$ cat src/rtl/input_port_bank.sv
// Memory-mapped bank of synchronised input ports with sticky change flags.
// Optional registered interrupt request when INPUT_PORT_IRQ_EN is defined.
module input_port_bank #(
  parameter int                NUM_PORTS   = 16,
  parameter int                DATA_W      = 8,
  parameter int                ADDR_W      = 8,
  parameter logic [ADDR_W-1:0] PORT_BASE   = 8'hF0,
  parameter int                SYNC_STAGES = 2
) (
  input  logic                        clock,
  input  logic                        reset,
  input  logic [NUM_PORTS*DATA_W-1:0] port_in,
  input  logic [ADDR_W-1:0]           address,
  input  logic                        read,
  output logic [DATA_W-1:0]           data_out,
  output logic                        data_valid,
  output logic [NUM_PORTS-1:0]        change_flags,
  input  logic [NUM_PORTS-1:0]        irq_mask,
  output logic                        irq
);

  localparam int IDX_W  = (NUM_PORTS > 1) ? $clog2(NUM_PORTS) : 1;
  localparam int WARM_W = $clog2(SYNC_STAGES + 1);
  localparam int LAST   = SYNC_STAGES - 1;
  localparam logic [ADDR_W:0] BASE = {1'b0, PORT_BASE};
  localparam logic [ADDR_W:0] SPAN = (ADDR_W+1)'(NUM_PORTS);

  logic [NUM_PORTS*DATA_W-1:0] sync_r [SYNC_STAGES];
  logic [NUM_PORTS*DATA_W-1:0] prev;
  logic [WARM_W-1:0]           warm;
  logic                        live;
  logic [ADDR_W:0]             off;
  logic [IDX_W-1:0]            idx;
  logic                        hit;
  logic [DATA_W-1:0]           sel;
  logic [NUM_PORTS-1:0]        diff;
  logic [NUM_PORTS-1:0]        clr;
  logic [NUM_PORTS-1:0]        flags_n;

  // Extra guard bit: an address below the base shows up as a borrow.
  assign off = {1'b0, address} - BASE;
  assign hit = read && !off[ADDR_W] && (off < SPAN);
  assign idx = off[IDX_W-1:0];

  always_comb begin
    sel  = '0;
    diff = '0;
    clr  = '0;
    for (int i = 0; i < NUM_PORTS; i++) begin
      diff[i] = sync_r[LAST][i*DATA_W +: DATA_W]
             != prev[i*DATA_W +: DATA_W];
      if (hit && idx == IDX_W'(i)) begin
        clr[i] = 1'b1;
        sel    = sync_r[LAST][i*DATA_W +: DATA_W];
      end
    end
    flags_n = (live ? diff : '0) | (change_flags & ~clr);
  end

  // live trails the counter by one edge so prev has caught up with
  // the first synchronised sample before detection is armed.
  always_ff @(posedge clock) begin
    if (reset) begin
      for (int s = 0; s < SYNC_STAGES; s++) sync_r[s] <= '0;
      prev         <= '0;
      warm         <= WARM_W'(SYNC_STAGES);
      live         <= 1'b0;
      data_out     <= '0;
      data_valid   <= 1'b0;
      change_flags <= '0;
    end else begin
      sync_r[0] <= port_in;
      for (int s = 1; s < SYNC_STAGES; s++) sync_r[s] <= sync_r[s-1];
      prev <= sync_r[LAST];
      if (warm != '0) warm <= warm - WARM_W'(1);
      live         <= (warm == '0);
      data_valid   <= hit;
      if (hit) data_out <= sel;
      change_flags <= flags_n;
    end
  end

`ifdef INPUT_PORT_IRQ_EN
  always_ff @(posedge clock) begin
    if (reset) irq <= 1'b0;
    else       irq <= |(change_flags & irq_mask);
  end
`else
  logic unused_mask;
  assign unused_mask = ^irq_mask;
  assign irq = 1'b0;
`endif

endmodule

$ cat config.mk
export PLATFORM = sky130hd
export DESIGN_NAME = input_port_bank
export DESIGN_NICKNAME = d
export VERILOG_FILES = /design/src/rtl/input_port_bank.sv
export SDC_FILE = /design/constraint.sdc
export NUM_CORES = 1
export LEC_CHECK = 0
export ABC_CLOCK_PERIOD_IN_PS = 2120
export BUFFER_PORTS_ARGS = -buffer_cell sky130_fd_sc_hd__clkbuf_2
export CORE_MARGIN = 3
export CORE_UTILIZATION = 44
export CTS_BUF_LIST = sky130_fd_sc_hd__clkbuf_8
export CTS_CLUSTER_DIAMETER = 60
export CTS_CLUSTER_SIZE = 16
export DETAILED_ROUTE_END_ITERATION = 12
export HOLD_SLACK_MARGIN = 0.08
export SYNTH_ARGS = -nofsm -noshare
export SYNTH_HDL_FRONTEND = slang
export SYNTH_SLANG_ARGS = --single-unit
export TNS_END_PERCENT = 1
$ cat constraint.sdc
create_clock -name clock -period 2.12 [get_ports clock]
set_input_delay 0.424 -clock clock [delete_from_list [all_inputs] [get_ports clock]]
set_output_delay 0.424 -clock clock [all_outputs]
set_load 0.1 [all_outputs]
==> impl_metrics.py <==
metrics = {
    "setup_path": {
        "worst_path_max_delay_cell": "clkbuf_2",
        "r2r-start": "sync_r[0][152]$_SDFF_PP0_",
        "worst_setup_path_start_kind": "flip-flop",
        "end_kind": "output port",
        "arrival_ns": 1.43,
        "crit_chain": "clkbuf_2",
        "worstReg2RegEnd": "data_out[0]$_SDFFE_PP0P_",
        "cpLargestDelayFamily": "buffers and inverters",
        "critPathMaxStageDelay_ns": 0.49,
        "worst-path-buf-inv": 1,
        "crit_fanout": 2,
        "critPathRequiredTime_ns": 1.70,
        "reg2reg_depth": 5,
        "rrSetupSlack_ns": 0.29,
        "path_class": "flip-flop to output port",
    },
    "detailed_routing": {
        "viasPerCell": 4.67,
        "totalWireLength_um": 31500,
        "met1_length_um": 15600,
        "num_vias": 9408,
        "top_layer": "met5",
        "drc": 0,
        "detail-route-antenna-nets": 0,
        "wl_met3_um": 1860,
        "wl_met2_um": 13400,
        "dr.pass1.iters": 5,
        "wire_per_inst_um": 15.6,
        "drt_first_iter_violations": 602,
    },
    "timing": {
        "slew_headroom_pct": 47.1,
        "max_clock_freq_mhz": 540,
        "hold_viol": 0,
        "worstMarginPinSlew_ns": 0.793,
        "layout_setup_ws_ns": 0.269,
        "drv_slew": 0,
        "rsz0062_at_grt": "no",
        "period_needed_ns": 1.85,
        "setup-violations-final": 0,
        "finalCritPeriodShare_pct": 87.3,
        "finClkSkew_ns": 0.0353,
    },
    "power": {
        "p_int_w": 0.0105,
        "swShare_pct": 26.0,
        "power.leakage_nw": 6.58,
        "totalPowerFinal_w": 0.0141,
        "p_switching_w": 0.00367,
        "p_seq_share_pct": 59.0,
        "power_density_nw_per_um2": 829,
        "vdd_drop_max_mv": 0.609,
        "combPwrFrac_pct": 12.0,
        "p_clk_share_pct": 29.0,
    },
    "clock_tree": {
        "cts-hold-fix-buffers": 77,
        "cts_tree": "built",
        "insertion_delay_ns": 0.55,
        "clk_pin_slew_ns": 0.09,
        "cts_setup_buffers": 0,
        "cts_sinks": 412,
        "root_buffer": "clkbuf_8",
        "numCtsBuffers": 34,
        "htreeDepth": 2,
        "clock_path_buffers": 3,
        "post_cts_resized": 0,
    },
    "synthesis": {
        "synthesis.nets": 1472,
        "syn_area_per_cell_um2": 10.9,
        "yosysSeqAreaShare_pct": 57.8,
        "synth_cell_types": 74,
        "mappedNetlistArea_um2": 14300,
        "synth_ff_type": "dfxtp_1",
        "async_reset_ff_share_pct": 0,
        "synth_edf_count": 0,
        "netlist_instances": 1315,
        "synth-seq-cells": 412,
        "yosysWarningCount": 0,
    },
    "outcome": {
        "status": "finished clean",
    },
    "grt": {
        "grt_pass1_vias": 9009,
        "grt_pass1_wl_um": 49200,
        "grt-ovfl-total": 0,
        "antenna_found_initial": 1,
        "track_usage_pct": 18.0,
        "grt_max_degree": 178,
    },
    "floorplan": {
        "die_h_um": 186,
        "die_area_um2": 34600,
        "io_pins": 181,
        "rows": 65,
        "core_um2": 31800,
        "start_util_pct": 44.9,
        "die_w_um": 186,
    },
    "finish": {
        "utilization_pct": 53.6,
        "n_antenna_cell": 0,
        "fin_nets": 1725,
        "regArea_um2": 8250,
        "multi_input_area_um2": 5600,
        "drive_gt1_share_pct": 18.1,
        "synthToLayoutAreaGrowth_pct": 19.4,
        "fill_cells": 2860,
    },
    "flow_run": {
        "maxCapViolations": 0,
    },
    "placed_design": {
        "io_buffers": 163,
        "post-place-ws_ns": -0.0619,
        "dpl.hpwl_um": 22200,
        "gp_congestion": 0.841,
    },
    "worst_hold_path": {
        "min_path_type": "input pin to flip-flop",
        "min_path_cells": 2,
        "min-delay-start": "port_in[121]",
        "worstHoldEndpoint": "sync_r[0][121]$_SDFF_PP0_",
    },
}
==> per-stage QoR <==
step	cell area [µm²]	cells	TNS (ns)	hold slack (ns)
2_1_floorplan	14300	1315	0	0.414
3_3_place_gp	15700	1890	-0.139	0.424
3_5_place_dp	15700	1890	-0.193	0.421
4_1_cts	17000	2016	0	0.0812
5_1_grt	17000	2016	0	0.0839
6_report	17000	2016	0	0.106
==> cell families after synthesis <==
group                    after synthesis  synth area share [%]
other                                  1                0.0263
AO/OA/AOI/OAI                        166                  7.65
AND/OR/NAND/NOR                      507                  21.9
multiplexers                          18                  1.51
flip-flops                           412                  57.8
XOR/XNOR                             129                  7.91
buffers and inverters                 80                  3.01
adder cells (fa/ha/maj)                2                 0.175
==> synth_stat cells (4+ instances only) <==
cell type	n	share of area, %
dfxtp_1	412	58
o2bb2ai_1	4	0.25
o21ai_0	48	1.7
inv_1	6	0.16
xnor2_1	128	7.9
a22oi_1	12	0.63
mux2_2	8	0.63
o22ai_1	8	0.35
o21ai_1	6	0.21
a211oi_1	5	0.26
buf_6	11	0.87
nor2b_1	386	17
nand2_1	18	0.47
buf_2	5	0.18
nand3_1	5	0.18
nor2_1	22	0.58
nand4_1	34	1.5
nand2b_1	8	0.35
a21oi_1	28	0.98
nor3_1	4	0.14
mux2i_1	8	0.56
buf_4	6	0.32
o22a_1	4	0.25
a21boi_0	4	0.21
clkbuf_1	48	1.3
o221ai_1	7	0.43
o211ai_1	5	0.26
==> how the worst max path moves through the flow <==
stage | depth (start not counted) | start | slack, ns | endpoint
after floorplan | 7 | address[4] | 0.18 | change_flags[0]$_SDFF_PP0_
after global placement | 8 | address[4] | -0.05 | data_out[4]$_SDFFE_PP0P_
after detailed placement | 8 | address[4] | -0.06 | data_out[4]$_SDFFE_PP0P_
after CTS | 1 | data_out[6]$_SDFFE_PP0P_ | 0.24 | data_out[6]
after global routing | 1 | data_out[3]$_SDFFE_PP0P_ | 0.21 | data_out[3]
final | 1 | change_flags[3]$_SDFF_PP0_ | 0.27 | change_flags[3]
==> placed cells by master (no fill, tap or decap), types with 4 or more instances in the layout <==
master,instances
a211oi_1,5
a21boi_0,4
a21oi_1,28
a22oi_1,12
buf_12,5
buf_4,45
clkbuf_2,162
clkbuf_8,37
clkinv_2,4
dfxtp_1,412
dlygate4sd3_1,77
inv_1,8
mux2_2,8
mux2i_1,8
nand2_1,18
nand2b_1,8
nand3_1,5
nand4_1,34
nor2_1,22
nor2b_1,386
nor3_1,4
o211ai_1,5
o21ai_0,48
o21ai_1,6
o221ai_1,7
o22a_1,4
o22ai_1,8
o2bb2ai_1,4
xnor2_1,128
==> layer usage <==
metal  up-vias  GRT usage, %
met5         -             0
met4         2          4.41
met3        46          3.73
met2       218          27.4
met1      4348          26.5
li1       4794             -
==> power groups by stage <==
stage | clock, W | sequential [W] | combinational, W
CTS | 0.00428 | 0.00833 | 0.00171
floorplan | 0 | 0.00879 | 0.000808
global route | 0.00455 | 0.00837 | 0.00185
detailed placement | 0 | 0.00851 | 0.00159
finish | 0.00410 | 0.00833 | 0.00170
global placement | 0 | 0.00851 | 0.00158
==> area by class of cell <==
type                    count  share of cell area [%]
flip-flops and latches    412                    48.4
multi-input cells         823                    32.9
repair buffers            290                    11.9
well taps                 435                    3.19
clock buffers              37                    2.99
clock inverters            12                   0.470
inverters                   7                   0.154
==> flip-flops by register name (all words and copies together), names as in the netlist <==
| name | count |
|---|---|
| live | 1 |
| data_valid | 1 |
| sync_r | 256 |
| data_out | 8 |
| warm | 2 |
| change_flags | 16 |
| prev | 128 |
No activity file was read; power rests on OpenSTA's default activity.
